**src/rtl/reset_sequencer_pkg.sv**
```systemverilog
// reset_sequencer_pkg: state encodings shared by the reset sequencer and other reset users
package reset_sequencer_pkg;
  typedef enum logic [1:0] {ST_ASSERT, ST_RELEASE, ST_RUN} state_e;
endpackage

```
**src/rtl/reset_sequencer_if.sv**
```systemverilog
// reset_sequencer_if: soft reset, hold and per-channel reset/ready/stage outputs of the sequencer
interface reset_sequencer_if #(parameter int CHANNELS = 4);
  logic                soft_reset_i;
  logic [CHANNELS-1:0] hold_i;
  logic [CHANNELS-1:0] reset_o;
  logic                ready_o;
  logic [CHANNELS-1:0] stage_o;
  modport master (output soft_reset_i, hold_i, input reset_o, ready_o, stage_o);
  modport slave  (input soft_reset_i, hold_i, output reset_o, ready_o, stage_o);
endinterface

```
**src/rtl/reset_sequencer_sync.sv**
```systemverilog
// reset_sequencer_sync: async-assert / sync-deassert synchroniser for the external reset
module reset_sequencer_sync #(parameter int SYNC_STAGES = 2) (
  input  logic clk_i,
  input  logic rst_ni,
  output logic sync_o
);
  logic [SYNC_STAGES-1:0] sync_q;
  always_ff @(posedge clk_i or negedge rst_ni)
    if (!rst_ni) sync_q <= '0;
    else         sync_q <= {sync_q[SYNC_STAGES-2:0], 1'b1};
  assign sync_o = sync_q[SYNC_STAGES-1];
endmodule

```
**src/rtl/reset_sequencer.sv**
```systemverilog
// reset_sequencer: stretches reset after power-up/soft reset, then releases channels in index order
module reset_sequencer
  import reset_sequencer_pkg::*;
#(
  parameter int CHANNELS    = 4,
  parameter int BITS        = 8,
  parameter int STAGE_GAP   = 16,
  parameter int GAP_BITS    = 8,
  parameter int SYNC_STAGES = 2
) (
  input logic               clk_i,
  input logic               rst_ni,
  reset_sequencer_if.slave  bus
);
  localparam int IW = CHANNELS > 1 ? $clog2(CHANNELS) : 1;
  localparam logic [BITS-1:0]     CNT_MAX  = '1;
  localparam logic [GAP_BITS-1:0] GAP_DONE = GAP_BITS'(STAGE_GAP - 1);
  localparam logic [IW-1:0]       IDX_LAST = IW'(CHANNELS - 1);

  state_e              state_q, state_d;
  logic [BITS-1:0]     cnt_q, cnt_d;
  logic [GAP_BITS-1:0] gap_q, gap_d;
  logic [IW-1:0]       idx_q, idx_d;
  logic [CHANNELS-1:0] reset_q, reset_d, stage_q, stage_d;
  logic                ready_q, ready_d;
  logic                run, rel_due;

  reset_sequencer_sync #(.SYNC_STAGES(SYNC_STAGES)) u_sync (
    .clk_i  (clk_i),
    .rst_ni (rst_ni),
    .sync_o (run)
  );

  always_ff @(posedge clk_i or negedge rst_ni)
    if (!rst_ni) begin
      state_q <= ST_ASSERT;
      cnt_q   <= '0;
      gap_q   <= '0;
      idx_q   <= '0;
      reset_q <= '1;
      stage_q <= '0;
      ready_q <= 1'b0;
    end else begin
      state_q <= state_d;
      cnt_q   <= cnt_d;
      gap_q   <= gap_d;
      idx_q   <= idx_d;
      reset_q <= reset_d;
      stage_q <= stage_d;
      ready_q <= ready_d;
    end

  always_comb begin
    state_d = state_q;
    cnt_d   = cnt_q;
    gap_d   = gap_q;
    idx_d   = idx_q;
    reset_d = reset_q;
    stage_d = stage_q;
    rel_due = 1'b0;
    if (bus.soft_reset_i) begin
      state_d = ST_ASSERT;
      cnt_d   = '0;
      gap_d   = '0;
      idx_d   = '0;
      reset_d = '1;
      stage_d = '0;
    end else if (run) begin
      case (state_q)
        ST_ASSERT: begin
          cnt_d = cnt_q == CNT_MAX ? cnt_q : cnt_q + 1'b1;
          // ch0 releases on the very edge the stretch completes; if held, wait with the gap already expired
          if (cnt_q == CNT_MAX - 1'b1) begin
            state_d = ST_RELEASE;
            gap_d   = GAP_DONE;
            rel_due = 1'b1;
          end
        end
        ST_RELEASE: begin
          gap_d   = gap_q < GAP_DONE ? gap_q + 1'b1 : gap_q;
          rel_due = gap_q == GAP_DONE;
        end
        default: reset_d = bus.hold_i;
      endcase
      if (rel_due && !bus.hold_i[idx_q]) begin
        reset_d[idx_q] = 1'b0;
        stage_d        = '0;
        stage_d[idx_q] = 1'b1;
        gap_d          = '0;
        state_d        = idx_q == IDX_LAST ? ST_RUN : ST_RELEASE;
        idx_d          = idx_q == IDX_LAST ? idx_q : idx_q + 1'b1;
      end
    end
  end

  assign ready_d     = state_d == ST_RUN && reset_d == '0;
  assign bus.reset_o = reset_q;
  assign bus.ready_o = ready_q;
  assign bus.stage_o = stage_q;
endmodule

```
**src/flat_wrapper.sv**
```systemverilog
// flat-port wrapper written by rule: the top's interface ports become plain ports
module reset_sequencer_flat import reset_sequencer_pkg::*;
#(
  parameter int CHANNELS    = 4,
  parameter int BITS        = 8,
  parameter int STAGE_GAP   = 16,
  parameter int GAP_BITS    = 8,
  parameter int SYNC_STAGES = 2
)
  (clk_i, rst_ni, bus_soft_reset_i, bus_hold_i, bus_reset_o, bus_ready_o, bus_stage_o);
  reset_sequencer_if #(.CHANNELS(CHANNELS)) bus_i ();
  input logic clk_i;
  input logic rst_ni;
  input wire logic [$bits(bus_i.soft_reset_i)-1:0] bus_soft_reset_i;
  input wire logic [$bits(bus_i.hold_i)-1:0] bus_hold_i;
  output wire logic [$bits(bus_i.reset_o)-1:0] bus_reset_o;
  output wire logic [$bits(bus_i.ready_o)-1:0] bus_ready_o;
  output wire logic [$bits(bus_i.stage_o)-1:0] bus_stage_o;
  assign bus_i.soft_reset_i = bus_soft_reset_i;
  assign bus_i.hold_i = bus_hold_i;
  assign bus_reset_o = bus_i.reset_o;
  assign bus_ready_o = bus_i.ready_o;
  assign bus_stage_o = bus_i.stage_o;
  reset_sequencer #(.CHANNELS(CHANNELS), .BITS(BITS), .STAGE_GAP(STAGE_GAP), .GAP_BITS(GAP_BITS), .SYNC_STAGES(SYNC_STAGES)) u_core (.clk_i(clk_i), .rst_ni(rst_ni), .bus(bus_i));
endmodule
```
**config.mk**
```make
export PLATFORM = sky130hd
export DESIGN_NAME = reset_sequencer_flat
export DESIGN_NICKNAME = d
export VERILOG_FILES = /design/src/rtl/reset_sequencer_pkg.sv /design/src/rtl/reset_sequencer_if.sv /design/src/rtl/reset_sequencer_sync.sv /design/src/rtl/reset_sequencer.sv /design/src/flat_wrapper.sv
export SDC_FILE = /design/constraint.sdc
export NUM_CORES = 1
export LEC_CHECK = 0
export ABC_AREA = 1
export ABC_CLOCK_PERIOD_IN_PS = 1550
export BUFFER_PORTS_ARGS = -buffer_cell sky130_fd_sc_hd__buf_2
export CAP_MARGIN = 10
export CORE_UTILIZATION = 52
export DETAILED_ROUTE_END_ITERATION = 8
export PLACE_DENSITY = 0.74
export SYNTH_ARGS = -nofsm -noshare
export SYNTH_HDL_FRONTEND = slang
export SYNTH_SLANG_ARGS = --single-unit
```
**constraint.sdc**
```tcl
create_clock -name clk_i -period 1.55 [get_ports clk_i]
set_input_delay 0.0775 -clock clk_i [delete_from_list [all_inputs] [get_ports clk_i]]
set_output_delay 0.0775 -clock clk_i [all_outputs]
set_load 0.02 [all_outputs]
```
# ---- After elaboration in Yosys (flattened, before gate mapping)
# Index checks and enable logic that the tools add are counted.
# Widths: inputs -> output; s select.
dict set report op_classes {
  n_addsub 3
  n_eq_ne 10
  n_lt_le_gt_ge 3
  reduce_logical 15
  n_bitwise 2
  muxes 37
}
# op n
set ops {}
lappend ops {{$mux 8} 9}
lappend ops {{$mux 4} 9}
lappend ops {{$mux 2} 10}
lappend ops {{$add 8x1->8 const B} 2}
lappend ops {{$eq 8x8->1 const B} 2}
lappend ops {{$pmux 8 s2} 1}
lappend ops {{$eq 8x4->1 const B} 1}
lappend ops {{$lt 8x4->1 const B} 1}
lappend ops {{$ne 4x2->1 const B} 2}
lappend ops {{$reduce_and 3->1} 2}
lappend ops {{$reduce_bool 2->1} 3}
lappend ops {{$mux 1} 5}
lappend ops {{$and 4x4->4} 1}
lappend ops {{$eq 2x2->1 const B} 2}
lappend ops {{$logic_not 4->1} 1}
lappend ops {{$ne 2x2->1 const B} 2}
lappend ops {{$not 4->4} 1}
lappend ops {{$reduce_and 4->1} 1}
lappend ops {{$reduce_bool 4->1} 1}
lappend ops {{$logic_and 1x1->1} 3}
lappend ops {{$lt 2x3->1 const B} 1}
lappend ops {{$add 2x1->2 const B} 1}
lappend ops {{$bmux 1 s2} 1}
lappend ops {{$demux 1 s2} 1}
lappend ops {{7 further kinds} 7}
dict set report totals {
  wordCells 78
  regBits 31
  out_inout_bits 9
  in_bits 7
}

# ---- Depth between registers and ports, before layout
# Gate-level depths: netlist of the first run.
dict set report depth {
  word_depth 11
  mapped_depth 12
  mapped_depth_nobuf 12
}

# ---- Hierarchy
# Synthesis of the first run repeated with hierarchy kept, for this count alone.
dict set report hier_totals {
  cells_unflattened 199
  area_unflattened_um2 1650.3
}
# module instances area_each_um2 cells_per_inst
set modules_own_cells {}
lappend modules_own_cells {reset_sequencer 1 1596.5 196}
lappend modules_own_cells {reset_sequencer_sync 1 53.8 3}

# ---- Least setup slack after synthesis of the first run
# OpenSTA, ideal clock, no wires.
dict set report synth_path {
  path_type {reg2reg}
  from {reg u_core.cnt_q[0]}
  to {reg u_core.ready_q, in the netlist u_core.bus.ready_o}
  arrival_time_ns 1.425
  required_time_ns 1.480
  slack_ns 0.056
  n_path_buf 0
  path_stages_with_launch 13
  period_less_slack_ns 1.494
  path_cell_list {dfrtp_1 inv_1 ha_1 inv_1 nor2_1 nand3_2 nand2_2 nand2_2 nor2_4 nand2_1 nand2_2 nand3_2 nor2_2}
}
dict set report synth_between {
  elab_chain_cells 11
  word_cells_on_any_way 17
}
# item line_no
set synth_rtl {}
lappend synth_rtl {{start, declared} reset_sequencer.sv:21} ;# logic [BITS-1:0] cnt_q, cnt_d;
lappend synth_rtl {{start signal, assigned} reset_sequencer.sv:45} ;# cnt_q <= cnt_d;
lappend synth_rtl {{$eq 8x8->1 *} reset_sequencer.sv:73} ;# if (cnt_q == CNT_MAX - 1'b1) begin
lappend synth_rtl {{$mux 1} reset_sequencer.sv:73}
lappend synth_rtl {{$pmux 1 s2} reset_sequencer.sv:69} ;# case (state_q)
lappend synth_rtl {{$mux 1} reset_sequencer.sv:68} ;# end else if (run) begin
lappend synth_rtl {{$mux 1} reset_sequencer.sv:61} ;# if (bus.soft_reset_i) begin
lappend synth_rtl {{$logic_and 1x1->1} reset_sequencer.sv:85} ;# if (rel_due && !bus.hold_i[idx_q]) begin
lappend synth_rtl {{$mux 2 / $mux 4 (equally long branches)} reset_sequencer.sv:85}
lappend synth_rtl {{$mux 2 / $mux 4 (equally long branches)} reset_sequencer.sv:68}
lappend synth_rtl {{$mux 2 / $mux 4 (equally long branches)} reset_sequencer.sv:61}
lappend synth_rtl {{$eq 2x2->1 / $logic_not 4->1 (equally long branches)} reset_sequencer.sv:96} ;# assign ready_d = state_d == ST_RUN && reset_d == '0;
lappend synth_rtl {{$logic_and 1x1->1 *} reset_sequencer.sv:96}
lappend synth_rtl {{net u_core.ready_d} reset_sequencer.sv:25} ;# logic ready_q, ready_d;
lappend synth_rtl {{end signal, assigned} reset_sequencer.sv:50} ;# ready_q <= ready_d;
lappend synth_rtl {{end, declared} reset_sequencer.sv:25}
# The timed path passes the listed nets; every way through them passes the cells marked *. The select of a mux whose other input is x is not followed.
# A chain may end at the register's enable or synchronous reset.

# ---- Worst setup path in the final report of the first run
dict set report layout_path {
  from {reg u_core.gap_q[1]}
  to {reg u_core.ready_q, in the netlist u_core.bus.ready_o}
}
dict set report layout_between {
  elab_chain_cells 10
  word_cells_on_any_way 14
}
# item line_no
set layout_rtl {}
lappend layout_rtl {{start, declared} reset_sequencer.sv:22} ;# logic [GAP_BITS-1:0] gap_q, gap_d;
lappend layout_rtl {{start signal, assigned} reset_sequencer.sv:46} ;# gap_q <= gap_d;
lappend layout_rtl {{$eq 8x4->1 *} reset_sequencer.sv:81} ;# rel_due = gap_q == GAP_DONE;
lappend layout_rtl {{$pmux 1 s2 *} reset_sequencer.sv:69}
lappend layout_rtl {{$mux 1 *} reset_sequencer.sv:68}
lappend layout_rtl {{$mux 1 *} reset_sequencer.sv:61}
lappend layout_rtl {{$logic_and 1x1->1 *} reset_sequencer.sv:85}
lappend layout_rtl {{$mux 2 / $mux 4 (equally long branches)} reset_sequencer.sv:85}
lappend layout_rtl {{$mux 2 / $mux 4 (equally long branches)} reset_sequencer.sv:68}
lappend layout_rtl {{$mux 2 / $mux 4 (equally long branches)} reset_sequencer.sv:61}
lappend layout_rtl {{$eq 2x2->1 / $logic_not 4->1 (equally long branches)} reset_sequencer.sv:96}
lappend layout_rtl {{$logic_and 1x1->1 *} reset_sequencer.sv:96}
lappend layout_rtl {{net u_core.ready_d} reset_sequencer.sv:25}
# Marked as above.

==> results.sh, run 1 <==
export IMPL_core_rowCount=20
export IMPL_ys_ff_latch=31
export IMPL_grt_remaining_overflow=0
export IMPL_maxSlewViolCount=0
export IMPL_clkLatencyLatePin_ns=0.33
export IMPL_htreeDepth=2
export IMPL_status="finished, violations left"
export IMPL_rsz0062_at_grt="true"
export IMPL_max_slew_margin_rel=0.564
export IMPL_grtUsageMet3=0.0692
export IMPL_grt_usage=0.203
export IMPL_drive_above_1_share=0.351
export IMPL_drt_pass1_iterations=4
export IMPL_multi_input_area_sq_um=805
export IMPL_die_area_sq_um=3380
export IMPL_setup_violations=3
export IMPL_cts_tree="built"
export IMPL_synth_top_area_cell="dfrtp_1"
export IMPL_die_h_microns=58.2
export IMPL_period_minus_slack_ns=1.59
export IMPL_boundaryPins=16
export IMPL_routedWlPerCell_microns=11.6
export IMPL_fin_skew_ns=0.0122
export IMPL_wl_mm=3.27
export IMPL_cts_buffer_depth=2
export IMPL_synth_area_top_cells="dfrtp_1 (41%), nand2_1 (9.8%), inv_1 (8.2%)"
export IMPL_required_ns=1.82
export IMPL_die_w_microns=58.2
export IMPL_drtIter0Drc=58
export IMPL_core_sq_um=3030
export IMPL_start_kind="flip-flop"
export IMPL_ys_warnings_count=0
export IMPL_utilization=0.676
export IMPL_hold_violations=0
export IMPL_gr_max_usage_layer="met2"
export IMPL_cp_arrival_ns=1.86
export IMPL_syn_num_nets=217
export IMPL_drc=0
export IMPL_synthArstFlopShare=1.00
export IMPL_synthFlopType="dfrtp_1"
export IMPL_antenna_found_initial=0
export IMPL_initial_core_util=0.542
export IMPL_gr_usage_met2=0.328
export IMPL_grt_max_degree=32
export IMPL_drv_cap=0
export IMPL_p_per_area_nw_per_um2=783
export IMPL_leakagePower_uw=0.000982
export IMPL_grt_pass1_vias=1226
export IMPL_syn_inst=203
export IMPL_cp_max_fo=5
export IMPL_synth_edf_count=0
export IMPL_drtAntennaViolNets=0
export IMPL_r2r_slack_ns=-0.04
export IMPL_layout_setup_ws_ns=-0.0382
export IMPL_yosysSeqAreaShare=0.476
export IMPL_cts_root_buf="clkbuf_4"
export IMPL_synth_area_per_cell_sq_um=8.08
export IMPL_cts_sinks=31
export IMPL_synth_commonest_cells="nand2_1 (43), inv_1 (36), dfrtp_1 (27), a21oi_1 (15)"
export IMPL_area_delta_synth_final_pct=24.9
export IMPL_place_inst=270
export IMPL_io_buffers=15
export IMPL_finish_net_count=252
export IMPL_fin_cells=283
export IMPL_path_clk_slew_ns=0.10
export IMPL_use_met1=0.242
export IMPL_grt_pass1_wl_mm=5.08
export IMPL_final_fill_count=245
export IMPL_num_vias=1359
export IMPL_critPathKind="reg2reg"
export IMPL_violations="negative setup slack"
export IMPL_peakVddDrop_v=0.000473
export IMPL_seq_area_sq_um=781
export IMPL_cts_buffers=5
export IMPL_tightest_slew_ns=0.654
export IMPL_hold_path_class="in2reg"
export IMPL_post_route_period_util=1.02
export IMPL_syn_cell_area_sq_um=1640
export IMPL_end_kind="flip-flop"
export IMPL_diodes=0
export IMPL_ys_types=24
export IMPL_hpwlAfterDp_mm=2.20
export IMPL_vias_per_cell=4.80
export IMPL_synth_top_area_frac=0.412
export IMPL_timing_fmax_mhz=630
export IMPL_yosysMostFrequentCell="nand2_1"
export IMPL_gp_congestion=0.849
## layer usage
layer / vias to the layer above / share of wire
li1: 705 / -
met1: 613 / 0.45
met2: 32 / 0.49
met3: 9 / 0.042
met4: 0 / 0.020
met5: - / 0
## sequential cells by signal (all words and copies together), names as in the netlist
signal                flops
u_core.state_q            2
u_core.idx_q              2
u_core.bus.stage_o        4
u_core.bus.reset_o        4
u_core.gap_q              8
u_core.bus.ready_o        1
u_core.cnt_q              8
u_core.u_sync.sync_q      2
## where the power goes
part | switching [uW] | internal (uW)
clock network | 270 | 267
logic | 120 | 84.1
registers | 28.4 | 835
## cell families (layout without fill, tap and decap cells)
group	count (synthesis)	count (layout)	synth area share
AND/OR/NAND/NOR	93	93	0.272
buffers and inverters	40	76	0.0923
flip-flops	31	31	0.476
AO/OA/AOI/OAI	28	28	0.0854
adder cells (fa/ha/maj)	7	7	0.0534
multiplexers	3	3	0.0183
other	1	1	0.00229
## through the flow
stage          hold WS [ns]  setup WS, ns  TNS (ns)  power (uW)  cell area (sq um)
2_1_floorplan        -0.218        0.0559         0         964               1640
3_3_place_gp          0.151        0.0180         0        1040               1840
3_5_place_dp          0.155       -0.0377   -0.0859        1040               1840
4_1_cts              0.0259       0.00383         0        1590               1950
5_1_grt              0.0489        -0.144     -1.29        1690               2050
6_report             0.0559       -0.0382   -0.0963        1600               2050
## timing repair
item,in CTS,in global routing
buffers inserted,1,3
pin swaps,10,13
setup endpoints to repair,5,23
gates resized for setup,15,21
hold buffers,1,0
hold endpoints to repair,27,0
## critical path, cell delays in order (launching register included)
cell and delay, ns:
dfrtp_1 0.38, ha_2 0.19, inv_2 0.05, nor2_4 0.11
nand4_1 0.12, nand2_2 0.10, nand2_2 0.07, nor2_4 0.17
nand2_2 0.11, nand2_2 0.08, nand3_2 0.07, nor2_2 0.08
## cells in the final DEF (no fill, tap or decap), drive strengths merged
cell type	netlist	final
or2	1	1
dfrtp	27	27
clkbuf	1	8
nand3b	1	1
dfstp	4	4
conb	1	1
a21oi	15	15
nand2	50	50
o21ai	13	13
nand3	15	15
nor3	3	3
nor3b	1	1
nor2	18	18
buf	1	29
nand4	4	4
inv	38	38
ha	7	7
mux2i	3	3
dlygate4sd3	0	1
## cell type report
type / instances / share of cell area
sequential: 31 / 0.381
tap: 44 / 0.0269
multi-input combinational: 132 / 0.393
inverter: 38 / 0.0709
timing repair buffer: 30 / 0.0947
clock buffer: 8 / 0.0336
## path summary, 6_finish.rpt
path | startpoint | endpoint | depth (start not counted)
setup / recovery | u_core.gap_q[1] | u_core.bus.ready_o | 11
hold / removal | bus_soft_reset_i | u_core.bus.stage_o[0] | 2
setup reg to reg | u_core.gap_q[1] | u_core.bus.ready_o | 11
hold reg to reg | u_core.u_sync.sync_q[0] | u_core.u_sync.sync_q[1] | 0
max in group asynchronous | rst_ni | u_core.state_q[0] | 2
min in group asynchronous | rst_ni | u_core.gap_q[2] | 2
No activity file was read; power rests on OpenSTA's default activity.
==> run 2, diff against run 1 <==
--- a/config.mk
+++ b/config.mk
@@ -5,13 +5,11 @@
 export SDC_FILE = /design/constraint.sdc
 export NUM_CORES = 1
 export LEC_CHECK = 0
-export ABC_AREA = 1
 export ABC_CLOCK_PERIOD_IN_PS = 1550
 export BUFFER_PORTS_ARGS = -buffer_cell sky130_fd_sc_hd__buf_2
 export CAP_MARGIN = 10
-export CORE_UTILIZATION = 52
+export CORE_UTILIZATION = 30
 export DETAILED_ROUTE_END_ITERATION = 8
-export PLACE_DENSITY = 0.74
 export SYNTH_ARGS = -nofsm -noshare
 export SYNTH_HDL_FRONTEND = slang
 export SYNTH_SLANG_ARGS = --single-unit
==> results.sh, run 2 <==
export IMPL_vias_per_cell=4.77
export IMPL_synth_commonest_cells="dfrtp_1 (27), nor2_1 (16), a21oi_1 (14), inv_1 (12), nand2_1 (9)"
export IMPL_cts_root_buf="clkbuf_8"
export IMPL_r2r_slack_ns=-0.36
export IMPL_drv_cap=0
export IMPL_clkLatencyLatePin_ns=0.28
export IMPL_cp_top_family="simple AND/OR/NAND/NOR gates"
export IMPL_path_clk_slew_ns=0.07
export IMPL_post_route_period_util=1.23
export IMPL_layout_setup_ws_ns=-0.355
export IMPL_whs_ns=0.137
export IMPL_hold_path_depth=2
export IMPL_io_buffers=15
export IMPL_antenna_found_initial=0
export IMPL_max_stage_delay_ns=0.47
export IMPL_yosysMostFrequentCell="dfrtp_1"
export IMPL_reg2reg_from="u_core.cnt_q[0]"
export IMPL_diodes=0
export IMPL_syn_num_nets=183
export IMPL_startpoint="u_core.cnt_q[0]"
export IMPL_core_rowCount=26
export IMPL_routedWlPerCell_microns=13.2
export IMPL_drc=0
export IMPL_synthArstFlopShare=1.00
export IMPL_synth_edf_count=0
export IMPL_initial_core_util=0.321
export IMPL_die_w_microns=77.1
export IMPL_critical_path_cell_chain="inv_1, ha_1, nand3_2, or4_4, a211oi_4, buf_6, mux2i_1, nor2_1"
export IMPL_reg_top3="u_core.cnt_q (8), u_core.gap_q (8)"
export IMPL_htreeDepth=2
export IMPL_synth_area_top_cells="dfrtp_1 (40%), dfstp_2 (6.2%), ha_1 (5.2%)"
export IMPL_wl_mm=4.04
export IMPL_tightest_slew_ns=0.713
export IMPL_hpwlAfterDp_mm=2.75
export IMPL_critPathKind="reg2reg"
export IMPL_fin_area_sq_um=2500
export IMPL_crit_cells=8
export IMPL_critical_path_buf_inv_count=2
export IMPL_crit_end="u_core.bus.stage_o[2]"
export IMPL_syn_inst=169
export IMPL_required_ns=1.71
export IMPL_core_sq_um=5270
export IMPL_grt_pass1_wl_mm=6.96
export IMPL_grt_max_degree=32
export IMPL_area_delta_synth_final_pct=47.5
export IMPL_cp_max_fo=5
export IMPL_num_vias=1465
export IMPL_drtAntennaViolNets=0
export IMPL_cts_tree="built"
export IMPL_drt_pass1_iterations=5
export IMPL_ys_types=44
export IMPL_cts_sinks=31
export IMPL_leakagePower_uw=0.00113
export IMPL_cts_buffer_depth=2
export IMPL_cp_arrival_ns=2.07
export IMPL_maxSlewViolCount=0
export IMPL_rsz0062_at_grt="true"
export IMPL_multi_input_area_sq_um=1010
export IMPL_r2r_end="u_core.bus.stage_o[2]"
export IMPL_cp_slowest_cell="or4_4"
export IMPL_final_fill_count=501
export IMPL_ys_warnings_count=0
export IMPL_hold_violations=0
export IMPL_p_per_area_nw_per_um2=624
export IMPL_layout_commonest_cell="buf_4"
export IMPL_drive_above_1_share=0.468
export IMPL_violations="negative setup slack"
export IMPL_gp_congestion=0.770
export IMPL_max_slew_margin_rel=0.525
export IMPL_period_minus_slack_ns=1.91
export IMPL_synthFlopType="dfrtp_1"
export IMPL_seq_area_sq_um=781
export IMPL_synth_area_per_cell_sq_um=10.0
export IMPL_synth_top_area_frac=0.399
export IMPL_ys_ff_latch=31
export IMPL_timing_fmax_mhz=525
export IMPL_status="finished, violations left"
export IMPL_finish_net_count=250
export IMPL_peakVddDrop_v=0.000556
export IMPL_fin_skew_ns=0.00544
export IMPL_grt_usage=0.148
export IMPL_yosysSeqAreaShare=0.461
export IMPL_layout_common_cells="buf_4 (41), dfrtp_1 (27), nor2_1 (15), buf_2 (15), inv_1 (12)"
export IMPL_start_kind="flip-flop"
export IMPL_syn_cell_area_sq_um=1690
export IMPL_die_h_microns=77.1
export IMPL_end_kind="flip-flop"
export IMPL_boundaryPins=16
export IMPL_die_area_sq_um=5950
export IMPL_p_total_uw=1560
export IMPL_drtIter0Drc=66
export IMPL_synth_top_area_cell="dfrtp_1"
export IMPL_cts_buffers=5
export IMPL_hold_path_class="in2reg"
export IMPL_setup_violations=27
export IMPL_grt_pass1_vias=1498
export IMPL_reg2regPathDepth=8
export IMPL_place_area_sq_um=2160
export IMPL_grt_remaining_overflow=0
[run 2: cell types whose count changed after synthesis, sizes merged, moves of 4 or more]
| cell | change |
|---|---|
| nand2 | -41 |
| a21o | +6 |
| clkbuf | +4 |
| nand2b | +6 |
| inv | -26 |
| nand3 | -8 |
| a211oi | +4 |
| xor2 | +6 |
| o21ai | -8 |
[run 2: worst min path at each step]
stage	startpoint	end	slack [ns]
CTS	bus_soft_reset_i	u_core.idx_q[0]	0.15
floorplan	rst_ni	u_core.bus.ready_o	-0.22
global route	bus_soft_reset_i	u_core.idx_q[0]	0.16
finish	bus_soft_reset_i	u_core.cnt_q[7]	0.14
detailed placement	rst_ni	u_core.gap_q[5]	0.18
global placement	rst_ni	u_core.gap_q[5]	0.17
[run 2: logic make-up after synthesis]
family                     count (synthesis)  share of synthesized area
AOI/OAI and AO/OA                         43                      0.187
xor gates and xnor gates                   8                     0.0414
adders and majority gates                  7                     0.0517
buffers and inverters                     18                     0.0406
DFF                                       31                      0.461
muxes                                      7                     0.0510
other                                      1                    0.00221
and+or+nand+nor                           54                      0.165
[run 2: routing by layer]
metal	share of wire	up-vias	GRT usage
met4	0.013	0	0.0453
met3	0.036	7	0.0321
li1	-	740	-
met5	0	-	0
met1	0.48	689	0.205
met2	0.47	29	0.230
[run 2: power by group]
part           internal (uW)  switching, uW
clock network            307            300
logic                   56.2           73.2
registers                818           4.50
total                   1180            378
[run 2: what timing repair did]
action,in CTS,in global routing
gates resized for setup,23,18
hold endpoints to repair,27,0
hold buffers,1,0
setup buffers,4,5
pin swaps,8,9
cloned,1,0
endpoints found under the setup margin,26,28
[run 2: area by class of cell]
| cell class | count | share of cell area |
|---|---|---|
| clock buffers | 5 | 0.0275 |
| flip-flops and latches | 31 | 0.312 |
| clock inverters | 3 | 0.00601 |
| multi-input cells | 120 | 0.403 |
| inverters | 12 | 0.0180 |
| well taps | 70 | 0.0351 |
| repair buffers | 66 | 0.198 |
[run 2: per-stage QoR]
step	worst slack (ns)	instances	setup TNS, ns	util
CTS	-0.351	303	-5.77	0.453
global route	-0.453	307	-8.74	0.474
detailed placement	-0.398	289	-5.95	0.410
floorplan	-0.349	169	-5.82	-
finish	-0.355	307	-6.16	0.474
global placement	-0.357	289	-5.65	0.410
[run 2: worst register-to-register path, cell delays in order (launching register included)]
cell	delay, ns
dfrtp_1	0.38
inv_1	0.06
ha_1	0.15
nand3_2	0.07
or4_4	0.47
a211oi_4	0.27
buf_6	0.17
mux2i_1	0.18
nor2_1	0.05
